===== config.mk =====
export PLATFORM = sky130hd
export DESIGN_NAME = rob_tag_scheduler_flat
export DESIGN_NICKNAME = d
export VERILOG_FILES = /design/src/rtl/rob_tag_scheduler_if.sv /design/src/rtl/rob_tag_scheduler.sv /design/src/flat_wrapper.sv
export SDC_FILE = /design/constraint.sdc
export NUM_CORES = 1
export LEC_CHECK = 0
export ABC_AREA = 1
export CELL_PAD_IN_SITES_DETAIL_PLACEMENT = 1
export CELL_PAD_IN_SITES_GLOBAL_PLACEMENT = 2
export CORE_AREA = 4 4 302 333
export CTS_CLUSTER_DIAMETER = 200
export DETAILED_ROUTE_END_ITERATION = 16
export DIE_AREA = 0 0 306 337
export PLACE_DENSITY = 0.66
export SLEW_MARGIN = 20
export SYNTH_ARGS = -nofsm -noshare
export SYNTH_HDL_FRONTEND = slang
export SYNTH_SLANG_ARGS = --single-unit
export TNS_END_PERCENT = 100

===== constraint.sdc =====
create_clock -name clk -period 4.65 [get_ports clk]
set_clock_uncertainty 0.1 [all_clocks]
set_input_delay 1.395 -clock clk [delete_from_list [all_inputs] [get_ports clk]]
set_output_delay 1.395 -clock clk [all_outputs]
set_load 0.02 [all_outputs]

===== src/rtl/rob_tag_scheduler_if.sv =====
// Dispatch/writeback/retire bundle for the reorder-buffer tag scheduler.
// The master side is the front end; the slave side is the scheduler itself.
interface rob_tag_scheduler_if;
   logic       alloc1;
   logic       alloc2;
   logic [4:0] dest1;
   logic [4:0] dest2;
   logic       regwr1;
   logic       regwr2;
   logic       hold;
   logic       flush;
   logic [3:0] wb_valid;
   logic [4:0] wb_tag0;
   logic [4:0] wb_tag1;
   logic [4:0] wb_tag2;
   logic [4:0] wb_tag3;

   logic [4:0] tag1;
   logic [4:0] tag2;
   logic       stall;
   logic       retire1;
   logic       retire2;
   logic       commit1;
   logic       commit2;
   logic [4:0] commit1_addr;
   logic [4:0] commit2_addr;
   logic [4:0] commit1_tag;
   logic [4:0] commit2_tag;
   logic [5:0] count;

   modport master (
      output alloc1, alloc2, dest1, dest2, regwr1, regwr2, hold, flush,
             wb_valid, wb_tag0, wb_tag1, wb_tag2, wb_tag3,
      input  tag1, tag2, stall, retire1, retire2, commit1, commit2,
             commit1_addr, commit2_addr, commit1_tag, commit2_tag, count
   );

   modport slave (
      input  alloc1, alloc2, dest1, dest2, regwr1, regwr2, hold, flush,
             wb_valid, wb_tag0, wb_tag1, wb_tag2, wb_tag3,
      output tag1, tag2, stall, retire1, retire2, commit1, commit2,
             commit1_addr, commit2_addr, commit1_tag, commit2_tag, count
   );
endinterface


===== src/rtl/rob_tag_scheduler.sv =====
// 32-entry reorder buffer tracking tags for a dual-issue front end:
// allocates up to two tags per cycle, marks writebacks done, retires in order.
module rob_tag_scheduler (
   input logic                 clk,
   input logic                 rst,
   rob_tag_scheduler_if.slave  bus
);

   logic [31:0] valid;
   logic [31:0] done;
   logic [31:0] regwr;
   logic [4:0]  dest [32];
   logic [4:0]  head;
   logic [4:0]  tail;
   logic [5:0]  count;

   logic [4:0]  head_next1;
   logic [4:0]  tail_next1;
   logic        do_alloc1;
   logic        do_alloc2;
   logic        ret1;
   logic        ret2;
   logic [1:0]  alloc_num;
   logic [1:0]  retire_num;
   logic [4:0]  wb_tag [4];

   assign wb_tag[0] = bus.wb_tag0;
   assign wb_tag[1] = bus.wb_tag1;
   assign wb_tag[2] = bus.wb_tag2;
   assign wb_tag[3] = bus.wb_tag3;

   assign head_next1 = head + 5'd1;
   assign tail_next1 = tail + 5'd1;

   assign bus.tag1  = tail;
   assign bus.tag2  = tail_next1;
   // Stall looks only at registered occupancy so it never depends on this cycle's retirements.
   assign bus.stall = bus.hold | (count > 6'd30);
   assign bus.count = count;

   assign do_alloc1 = bus.alloc1 & ~bus.stall & ~bus.flush;
   assign do_alloc2 = do_alloc1 & bus.alloc2;

   assign ret1 = ~bus.flush & valid[head] & done[head];
   assign ret2 = ret1 & valid[head_next1] & done[head_next1];

   assign alloc_num  = {1'b0, do_alloc1} + {1'b0, do_alloc2};
   assign retire_num = {1'b0, ret1} + {1'b0, ret2};

   assign bus.retire1      = ret1;
   assign bus.retire2      = ret2;
   assign bus.commit1      = ret1 & regwr[head] & (dest[head] != 5'd0);
   assign bus.commit2      = ret2 & regwr[head_next1] & (dest[head_next1] != 5'd0);
   // Address/tag are zeroed when the slot is not retiring so idle outputs stay quiet.
   assign bus.commit1_addr = ret1 ? dest[head] : 5'd0;
   assign bus.commit2_addr = ret2 ? dest[head_next1] : 5'd0;
   assign bus.commit1_tag  = ret1 ? head : 5'd0;
   assign bus.commit2_tag  = ret2 ? head_next1 : 5'd0;

   // Later writes win: writeback, then retirement clear, then fresh allocation.
   always_ff @(posedge clk or negedge rst) begin
      if (!rst) begin
         valid <= '0;
         done  <= '0;
         regwr <= '0;
         for (int i = 0; i < 32; i++) dest[i] <= 5'd0;
         head  <= 5'd0;
         tail  <= 5'd0;
         count <= 6'd0;
      end else if (bus.flush) begin
         valid <= '0;
         done  <= '0;
         head  <= 5'd0;
         tail  <= 5'd0;
         count <= 6'd0;
      end else begin
         for (int k = 0; k < 4; k++) begin
            if (bus.wb_valid[k] && valid[wb_tag[k]]) done[wb_tag[k]] <= 1'b1;
         end
         if (ret1) begin
            valid[head] <= 1'b0;
            done[head]  <= 1'b0;
         end
         if (ret2) begin
            valid[head_next1] <= 1'b0;
            done[head_next1]  <= 1'b0;
         end
         if (do_alloc1) begin
            valid[tail] <= 1'b1;
            done[tail]  <= 1'b0;
            dest[tail]  <= bus.dest1;
            regwr[tail] <= bus.regwr1;
         end
         if (do_alloc2) begin
            valid[tail_next1] <= 1'b1;
            done[tail_next1]  <= 1'b0;
            dest[tail_next1]  <= bus.dest2;
            regwr[tail_next1] <= bus.regwr2;
         end
         head  <= head + {3'b000, retire_num};
         tail  <= tail + {3'b000, alloc_num};
         count <= count + {4'b0000, alloc_num} - {4'b0000, retire_num};
      end
   end

endmodule


===== src/flat_wrapper.sv =====
// flat-port wrapper written by rule: the top's interface ports become plain ports
module rob_tag_scheduler_flat 
  (clk, rst, bus_alloc1, bus_alloc2, bus_dest1, bus_dest2, bus_regwr1, bus_regwr2, bus_hold, bus_flush, bus_wb_valid, bus_wb_tag0, bus_wb_tag1, bus_wb_tag2, bus_wb_tag3, bus_tag1, bus_tag2, bus_stall, bus_retire1, bus_retire2, bus_commit1, bus_commit2, bus_commit1_addr, bus_commit2_addr, bus_commit1_tag, bus_commit2_tag, bus_count);
  rob_tag_scheduler_if bus_i ();
  input logic clk;
  input logic rst;
  input wire logic [$bits(bus_i.alloc1)-1:0] bus_alloc1;
  input wire logic [$bits(bus_i.alloc2)-1:0] bus_alloc2;
  input wire logic [$bits(bus_i.dest1)-1:0] bus_dest1;
  input wire logic [$bits(bus_i.dest2)-1:0] bus_dest2;
  input wire logic [$bits(bus_i.regwr1)-1:0] bus_regwr1;
  input wire logic [$bits(bus_i.regwr2)-1:0] bus_regwr2;
  input wire logic [$bits(bus_i.hold)-1:0] bus_hold;
  input wire logic [$bits(bus_i.flush)-1:0] bus_flush;
  input wire logic [$bits(bus_i.wb_valid)-1:0] bus_wb_valid;
  input wire logic [$bits(bus_i.wb_tag0)-1:0] bus_wb_tag0;
  input wire logic [$bits(bus_i.wb_tag1)-1:0] bus_wb_tag1;
  input wire logic [$bits(bus_i.wb_tag2)-1:0] bus_wb_tag2;
  input wire logic [$bits(bus_i.wb_tag3)-1:0] bus_wb_tag3;
  output wire logic [$bits(bus_i.tag1)-1:0] bus_tag1;
  output wire logic [$bits(bus_i.tag2)-1:0] bus_tag2;
  output wire logic [$bits(bus_i.stall)-1:0] bus_stall;
  output wire logic [$bits(bus_i.retire1)-1:0] bus_retire1;
  output wire logic [$bits(bus_i.retire2)-1:0] bus_retire2;
  output wire logic [$bits(bus_i.commit1)-1:0] bus_commit1;
  output wire logic [$bits(bus_i.commit2)-1:0] bus_commit2;
  output wire logic [$bits(bus_i.commit1_addr)-1:0] bus_commit1_addr;
  output wire logic [$bits(bus_i.commit2_addr)-1:0] bus_commit2_addr;
  output wire logic [$bits(bus_i.commit1_tag)-1:0] bus_commit1_tag;
  output wire logic [$bits(bus_i.commit2_tag)-1:0] bus_commit2_tag;
  output wire logic [$bits(bus_i.count)-1:0] bus_count;
  assign bus_i.alloc1 = bus_alloc1;
  assign bus_i.alloc2 = bus_alloc2;
  assign bus_i.dest1 = bus_dest1;
  assign bus_i.dest2 = bus_dest2;
  assign bus_i.regwr1 = bus_regwr1;
  assign bus_i.regwr2 = bus_regwr2;
  assign bus_i.hold = bus_hold;
  assign bus_i.flush = bus_flush;
  assign bus_i.wb_valid = bus_wb_valid;
  assign bus_i.wb_tag0 = bus_wb_tag0;
  assign bus_i.wb_tag1 = bus_wb_tag1;
  assign bus_i.wb_tag2 = bus_wb_tag2;
  assign bus_i.wb_tag3 = bus_wb_tag3;
  assign bus_tag1 = bus_i.tag1;
  assign bus_tag2 = bus_i.tag2;
  assign bus_stall = bus_i.stall;
  assign bus_retire1 = bus_i.retire1;
  assign bus_retire2 = bus_i.retire2;
  assign bus_commit1 = bus_i.commit1;
  assign bus_commit2 = bus_i.commit2;
  assign bus_commit1_addr = bus_i.commit1_addr;
  assign bus_commit2_addr = bus_i.commit2_addr;
  assign bus_commit1_tag = bus_i.commit1_tag;
  assign bus_commit2_tag = bus_i.commit2_tag;
  assign bus_count = bus_i.count;
  rob_tag_scheduler u_core (.clk(clk), .rst(rst), .bus(bus_i));
endmodule

==> impl_summary.txt, run 1 <==
----------------------------------------------------
[Outcome]
  Run status ... finished, final reports clean

[Floorplanning]
  Die W ... 306 um
  Y dimension of the die ... 337 um
  Cell row count ... 120
  Starting density of the core ... 23.8%
  Die area ... 103000 um^2
  Core Area ... 97100 um^2
  Number of top-level design ports ... 83

[Synth]
  Count of mapped cells out of synthesis ... 3819
  Number of enable flip-flop cells after synthesis ... 0
  Number of synthesized register bits ... 272
  Seq/Total Area, Yosys ... 29.4%
  Syn Nets ... 3887
  Mean instance size in the synthesized netlist ... 6.06 um^2
  Fraction of registers with async set/reset ... 100%
  Synth Cell Area ... 23100 um^2
  Synth Warn # ... 0
  Post-synthesis cell type count ... 37
  Dominant synthesized flop cell ... dfrtp_1

[Route]
  Total DRC errors in the routed layout ... 0
  Routed length per placed instance ... 25.9 um
  Final antenna-violating net count ... 0
  Number of iterations in the first detailed-routing pass ... 5
  Number of DRC violations after detailed-routing iteration 0 ... 2445
  Vias ... 28.0k
  Number of vias per cell after detailed routing ... 5.30
  Wire length reported by the detailed router ... 137000 um

[Finish]
  Final Net Count ... 4036
  Area of all placed cells without fillers ... 28500 um^2
  Area delta synth->final ... 23.2%
  Commonest cells after routing, fill and taps aside ... 903 x nand2_1, 555 x o21ai_0, 390 x nor2_1, 377 x inv_1, 377 x a21oi_1
  Final core utilization ... 29.4%
  Post-route non-filler standard cell count ... 5279
  Share of layout cells above drive strength 1 ... 12.2%
  Most common library cell in the layout ignoring fill and taps ... nand2_1

[Hold path]
  Startpoint of the most critical hold path ... u_core.dest[136]
  Hold endpoint ... u_core.dest[136]
  Worst Hold Path Cells ... 2
  Class of the most critical hold timing path ... reg2reg

[Worst setup path]
  Critical path cell sequence ... buf_12 > buf_12 > bufbuf_16 > a21oi_1 > o21ai_0 > o21ai_0 > nand2_1 > nand2_1 > inv_1 > nand4_1 > buf_4 > nand3_1 > o21a_1 > buf_4
  Number of cell instances on the worst register-to-register path ... 28
  Endpoint of the worst register-to-register path ... u_core.bus.count[5]
  Worst endpoint required time ... 3.15 ns
  Slowest library cell on the worst path ... dfrtp_4
  Crit-path max cell delay ... 0.53 ns
  Buf/Inv on CP ... 6
  Reg2reg start ... u_core.head[0]
  Data arrival time at the worst-slack endpoint ... 3.12 ns
  Largest fanout on the critical path ... 16
  Endpoint class of the critical path ... output pin
  Minimum setup slack among reg-to-reg paths ... 0.34 ns
  Launching element type of the critical path ... flop
  WS Path Type ... reg2out
  Crit path max-delay family ... buffers and inverters

[Global routing]
  Maximum number of pins on one net before global-route repair ... 211
  First-pass GRT wire length ... 197000 um
  Overall track demand over capacity in global routing ... 25.7%
  Gr ovfl total ... 0
  Initial antenna violation count ... 2
  Number of global-route vias before repair ... 27.5k

[Clock tree]
  Number of buffers on the longest clock path ... 3
  Post-CTS Hold Fix Bufs ... 0
  CTS Sinks ... 272
  Clock Latency Late Sink ... 0.58 ns
  Register clock-pin slew on the reported worst setup and hold paths ... 0.06 ns
  Total clock buffers created by CTS ... 39
  CTS tree ... yes
  Cell chosen for the clock root ... clkbuf_16
  H-tree lvl count ... 2

[Pwr]
  Largest vdd supply drop ... 0.218 mV
  Leakage power summed over all cells ... 0.0129 uW
  Areal power density over the cells ... 268 nW/um^2

[STA]
  Min Tclk post-route ... 4.61 ns
  Highest attainable clock frequency ... 217 MHz
  Final Max Tran Viols ... 0
  Final setup vio count ... 0
  Final-layout setup total negative slack ... 0 ns
  Count of final hold-check violations ... 0
  Setup repair after global routing missed its margin ... yes
  Worst max-slew margin expressed relative to the limit ... 26.6%
  Post-route worst setup slack ... 0.0354 ns
  Final cycle utilization of the critical path ... 99.2%
  Worst Max-Slew Pin Slew ... 1.10 ns

[Placed design]
  Placed Cells ... 5197
  Post-placement cell area ... 26700 um^2
  Number of port buffers ... 82
  Detailed placement HPWL ... 98100 um
  Pre-CTS worst setup slack ... -0.161 ns
  Gp weighted congestion ... 0.939

[Flow run]
  Max-capacitance violation count ... 0

----------------------------------------------------
==> layer usage <==
| metal | up-vias | GRT usage (%) | wire length (um) |
|---|---|---|---|
| li1 | 13000 | - | - |
| met1 | 13900 | 32.7 | 57800 |
| met2 | 841 | 43.1 | 63600 |
| met3 | 278 | 2.65 | 6560 |
| met4 | 0 | 13.8 | 8680 |
| met5 | - | 0 | 0 |
==> flip-flops by register name (all words and copies together) (netlist names) <==
name,cells
u_core.dest,160
u_core.done,32
u_core.regwr,32
u_core.valid,32
u_core.bus.count,6
u_core.bus.tag1,5
u_core.head,5
==> metrics by stage <==
stage / hold slack [ns] / power [uW]
after floorplan: 0.388 / 3680
after global placement: 0.421 / 4410
after detailed placement: 0.431 / 4430
after CTS: 0.445 / 7690
after global routing: 0.470 / 7980
final: 0.441 / 7630
==> report_power, final <==
part	internal (uW)	switching, uW	leakage (uW)
clock network	1910	1280	0.000654
registers	2600	148	0.00365
logic	572	1120	0.00859
==> worst max path at each step <==
stage,slack (ns),cells past startpoint,endpoint,start
after floorplan,0.02,18,bus_commit2,u_core.head[0]
after global placement,-0.19,9,bus_commit2_addr[1],bus_flush
after detailed placement,-0.16,9,bus_commit2_addr[3],bus_flush
after CTS,-0.12,14,bus_commit2_addr[2],u_core.head[0]
after global routing,-0.08,13,bus_commit1,u_core.head[0]
final,0.04,14,bus_commit1,u_core.head[0]
==> cells in the mapped netlist, types with 2 or more instances <==
master	instances	area, um^2
nand4_1	62	388
nand2_2	9	56.3
a21oi_1	383	1920
dfrtp_1	272	6810
nand2_1	911	3420
inv_1	381	1430
a31oi_1	23	144
buf_6	13	146
o22ai_1	132	826
o21ai_0	587	2940
nor2_1	399	1500
buf_1	6	22.5
xor2_1	2	17.5
inv_2	10	37.5
clkbuf_1	162	608
o211ai_1	51	383
o211a_1	7	70.1
nand3_1	183	916
nor3_1	38	190
or2_2	3	18.8
buf_2	77	385
fa_1	4	80.1
a211oi_1	5	37.5
clkinv_1	3	11.3
nor3_2	2	20.0
nor2_2	18	113
buf_4	21	158
a22oi_1	13	97.6
o21ai_1	13	65.1
ha_1	22	275
==> cell families (layout without fill, tap and decap cells) <==
| kind of cell | Yosys count | count (layout) | synth area share (%) |
|---|---|---|---|
| flip-flops | 272 | 272 | 29.4 |
| AND/OR/NAND/NOR | 1628 | 1628 | 28.7 |
| XOR/XNOR | 3 | 3 | 0.114 |
| AO/OA/AOI/OAI | 1217 | 1217 | 28.1 |
| other | 0 | 1 | 0 |
| adder cells (fa/ha/maj) | 26 | 26 | 1.54 |
| buffers and inverters | 673 | 851 | 12.1 |
==> area by class of cell <==
cell class,count,area (um^2)
Fill cell,12400,68600
Multi-Input combinational cell,2874,13700
Clock inverter,8,90.1
Timing Repair Buffer,387,3540
Antenna cell,1,2.50
Clock buffer,62,1220
Tap cell,1281,1600
Inverter,394,1510
Sequential cell,272,6810
==> worst register-to-register path: cells and delay by family, from the launching register on <==
family          cells  cell delay [ns]
simple gates       14             1.11
buf+inv             8             1.00
xor+xnor            1             0.16
flops               1             0.53
compound gates      2             0.28
fa+ha+maj           3             1.00
==> timing repair <==
item                       CTS  global route
pin swaps                    7             8
gates resized for setup    126            66
cloned                       6             0
setup endpoints to repair   24            23
setup buffers                4             1
Power figures use the tool's default switching activity.
==> inputs of run 2 (changes only) <==
- CAP_MARGIN: default -> 20
==> results of run 2 <==
Same layout as run 1: the final DEF is identical, and so are final timing and power.
==> inputs of run 3 (changes only) <==
- CORE_AREA: 4 4 302 333 -> 4 4 266 294
- DIE_AREA: 0 0 306 337 -> 0 0 270 298
- PLACE_DENSITY: 0.66 -> 0.81
==> run 3 against run 2 <==
Largest power group unchanged. First-iteration DRC count is 1.1% higher. Cell area down 2.1%. Clock power down 5%. Critical path depth is 1 higher. Sequential share of layout area rose by 0.52 points. Global-route usage up 4.6 points. Worst hold slack better by 0.00065 ns. Critical endpoint is now bus_commit2. Register-to-register slack got worse by 0.06 ns. Sequential power hardly changed. Cell count shrank 6.5%. Maximum frequency down 0.10%. Flip-flop and latch count unchanged.
==> impl_summary.txt, run 3 (same netlist as run 1, synthesis figures left out) <==
----------------------------------------------------
[Finish]
  Flip-flop count of the largest register, all copies and words added ... 160 (unchanged)
  Share of layout cells above drive strength 1 ... 11.3% (-0.84 points)
  Commonest cells after routing, fill and taps aside ... 903 x nand2_1, 565 x o21ai_0, 384 x nor2_1, 379 x a21oi_1, 376 x inv_1
  Area of all placed cells without fillers ... 27900 um^2 (-2.1%)
  Final Net Count ... 4008 (-0.69%)
  Most common library cell in the layout ignoring fill and taps ... nand2_1
  Area delta synth->final ... 20.6%
  Antenna diodes ... 0 (-1)
  Top reg by flops ... u_core.dest

[Pwr]
  Areal power density over the cells ... 266 nW/um^2 (-0.44%)
  Largest vdd supply drop ... 0.175 mV (-20%)
  Net switching power figure ... 2420 uW (-5.2%)
  Seq pwr share ... 37.0% (+0.9 points)
  Share of total power in the clock network ... 40.8% (-1.0 points)
  Gate power share ... 22.2% (about the same)
  Leakage power summed over all cells ... 0.0127 uW (-1.3%)
  Internal power consumption ... 5020 uW (-1.3%)
  Post-route total power ... 7430 uW (-2.6%)
  Proportion of total power due to net switching ... 32.5% (-0.89 points)

[Placed design]
  Gp weighted congestion ... 0.984 (+4.8%)
  Post-placement cell area ... 26100 um^2 (-2.5%)
  Number of port buffers ... 82 (unchanged)
  Detailed placement HPWL ... 90800 um (-7.4%)

[Worst setup path]
  Buf/Inv on CP ... 6 (unchanged)
  WS Path Type ... reg2out
  Endpoint class of the critical path ... output pin
  Data arrival time at the worst-slack endpoint ... 3.12 ns (about the same)
  Number of cell instances on the worst register-to-register path ... 24 (-14%)
  Critical path cell sequence ... buf_12 > buf_16 > buf_6 > nand2_1 > o21ai_0 > buf_4 > a22oi_1 > nor2_1 > a21oi_1 > nand3_1 > nand3_1 > nor2_2 > nor2_1 > buf_4 > buf_6
  Crit path max-delay family ... buffers and inverters
  Launching element type of the critical path ... flop
  Reg2reg start ... u_core.head[2]
  Worst endpoint required time ... 3.15 ns (about the same)
  Largest fanout on the critical path ... 16 (unchanged)
  Crit-path max cell delay ... 0.55 ns (+0.02 ns)
  Minimum setup slack among reg-to-reg paths ... 0.28 ns (-0.06 ns)
  Slowest library cell on the worst path ... dfrtp_4
  Endpoint of the worst register-to-register path ... u_core.bus.count[5]

[Clock tree]
  CTS Sinks ... 272 (unchanged)
  Number of buffers on the longest clock path ... 3 (unchanged)
  Post-CTS Hold Fix Bufs ... 0 (unchanged)
  CTS tree ... yes
  Cell chosen for the clock root ... clkbuf_16
  Register clock-pin slew on the reported worst setup and hold paths ... 0.06 ns (about the same)
  Total clock buffers created by CTS ... 36 (-7.7%)
  Clock Latency Late Sink ... 0.56 ns (-0.02 ns)
  H-tree lvl count ... 2 (unchanged)

[Global routing]
  Initial antenna violation count ... 1 (-1)
  Maximum number of pins on one net before global-route repair ... 209 (-0.95%)
  Busiest grt layer ... met2
  Number of global-route vias before repair ... 27.6k (+0.53%)
  Overall track demand over capacity in global routing ... 30.4% (+4.6 points)
  First-pass GRT wire length ... 186000 um (-5.6%)
  Met1 Usage GRT ... 37.5% (+4.8 points)
  Gr ovfl total ... 0 (unchanged)
  Routing usage on met2 ... 50.6% (+7.5 points)
  Met3 capacity usage during global routing ... 3.68% (+1.0 points)

[STA]
  Highest attainable clock frequency ... 216 MHz (-0.10%)
  Count of final hold-check violations ... 0 (unchanged)
  Worst max-slew margin expressed relative to the limit ... 29.0% (+2.4 points)
  Final Max Tran Viols ... 0 (unchanged)
  Final setup vio count ... 0 (unchanged)
  Setup repair after global routing missed its margin ... yes
  Min Tclk post-route ... 4.62 ns (+0.00464 ns)
  Worst Max-Slew Pin Slew ... 1.06 ns (-0.0361 ns)
  Final cycle utilization of the critical path ... 99.3% (+0.10 points)

[Route]
  Wire length reported by the detailed router ... 128000 um (-6.5%)
  Number of DRC violations after detailed-routing iteration 0 ... 2471 (+1.1%)
  Vias ... 28.3k (+1.2%)
  Final antenna-violating net count ... 0 (unchanged)
  Number of iterations in the first detailed-routing pass ... 6 (+1)
  Number of vias per cell after detailed routing ... 5.74 (+8.2%)
  Routed length per placed instance ... 25.9 um (about the same)
  Total DRC errors in the routed layout ... 0 (unchanged)

[Flow run]
  Max-capacitance violation count ... 0 (unchanged)

[Floorplanning]
  Cell row count ... 106 (-12%)
  Die area ... 80500 um^2 (-22%)
  Core Area ... 75500 um^2 (-22%)
  Starting density of the core ... 30.7% (+6.8 points)
  Die W ... 270 um (-12%)
  Y dimension of the die ... 298 um (-12%)
  Number of top-level design ports ... 83 (unchanged)

[Hold path]
  Worst Hold Path Cells ... 2 (unchanged)
  Hold endpoint ... u_core.dest[152]
  Class of the most critical hold timing path ... reg2reg
  Startpoint of the most critical hold path ... u_core.dest[152]

[Outcome]
  Run status ... finished, final reports clean

----------------------------------------------------
==> run 3: per-layer routing <==
| layer | up-vias | part of all wire, % |
|---|---|---|
| met5 | - | 0 |
| met4 | 0 | 7.6 |
| met3 | 363 | 5.7 |
| met2 | 1082 | 47 |
| met1 | 13900 | 40 |
| li1 | 12900 | - |
==> run 3: per-stage QoR <==
step                      cells  setup slack [ns]  setup TNS [ns]  utilization, %  hold WS, ns
after floorplan            3819            0.0156               0               -        0.388
after detailed placement   4858            -0.190          -0.223            34.5        0.412
after global routing       4937           -0.0713         -0.0820            37.0        0.461
final                      4937            0.0307               0            37.0        0.441
after global placement     4858            -0.202          -0.202            34.5        0.406
after CTS                  4927            -0.140          -0.408            36.5        0.441
==> run 3: how the worst max path moves through the flow <==
stage / from / endpoint / depth (start not counted)
floorplan: u_core.head[0] / bus_commit2 / 18
global placement: bus_flush / bus_commit2_addr[3] / 9
detailed placement: bus_flush / bus_commit2_addr[3] / 9
CTS: u_core.head[0] / bus_commit2 / 15
global route: u_core.head[0] / bus_commit2 / 17
finish: u_core.head[0] / bus_commit2 / 15
==> run 3: power groups by stage <==
stage / combinational (uW) / clock [uW] / sequential [uW]
floorplan: 917 / 0 / 2760
global placement: 1570 / 0 / 2780
detailed placement: 1610 / 0 / 2790
CTS: 1620 / 3090 / 2740
global route: 1820 / 3170 / 2770
finish: 1650 / 3030 / 2750
==> run 3: worst min-delay path, stage by stage (launching register included) <==
cell     delay (ns)
dfrtp_1        0.34
a21oi_1        0.06
o22ai_1        0.09
==> run 3: timing repair <==
action / in CTS / in global routing
gates cloned: 3 / 4
pin swaps: 2 / 17
buffers inserted: 3 / 7
setup endpoints to repair: 24 / 26
gates resized for setup: 88 / 95
==> run 3: cell type report <==
type / count / area, um^2
Sequential cell: 272 / 6810
Timing Repair Buffer: 362 / 3400
Clock inverter: 16 / 234
Fill cell: 9930 / 47600
Inverter: 394 / 1510
Tap cell: 972 / 1220
Multi-Input combinational cell: 2874 / 13700
Clock buffer: 47 / 993
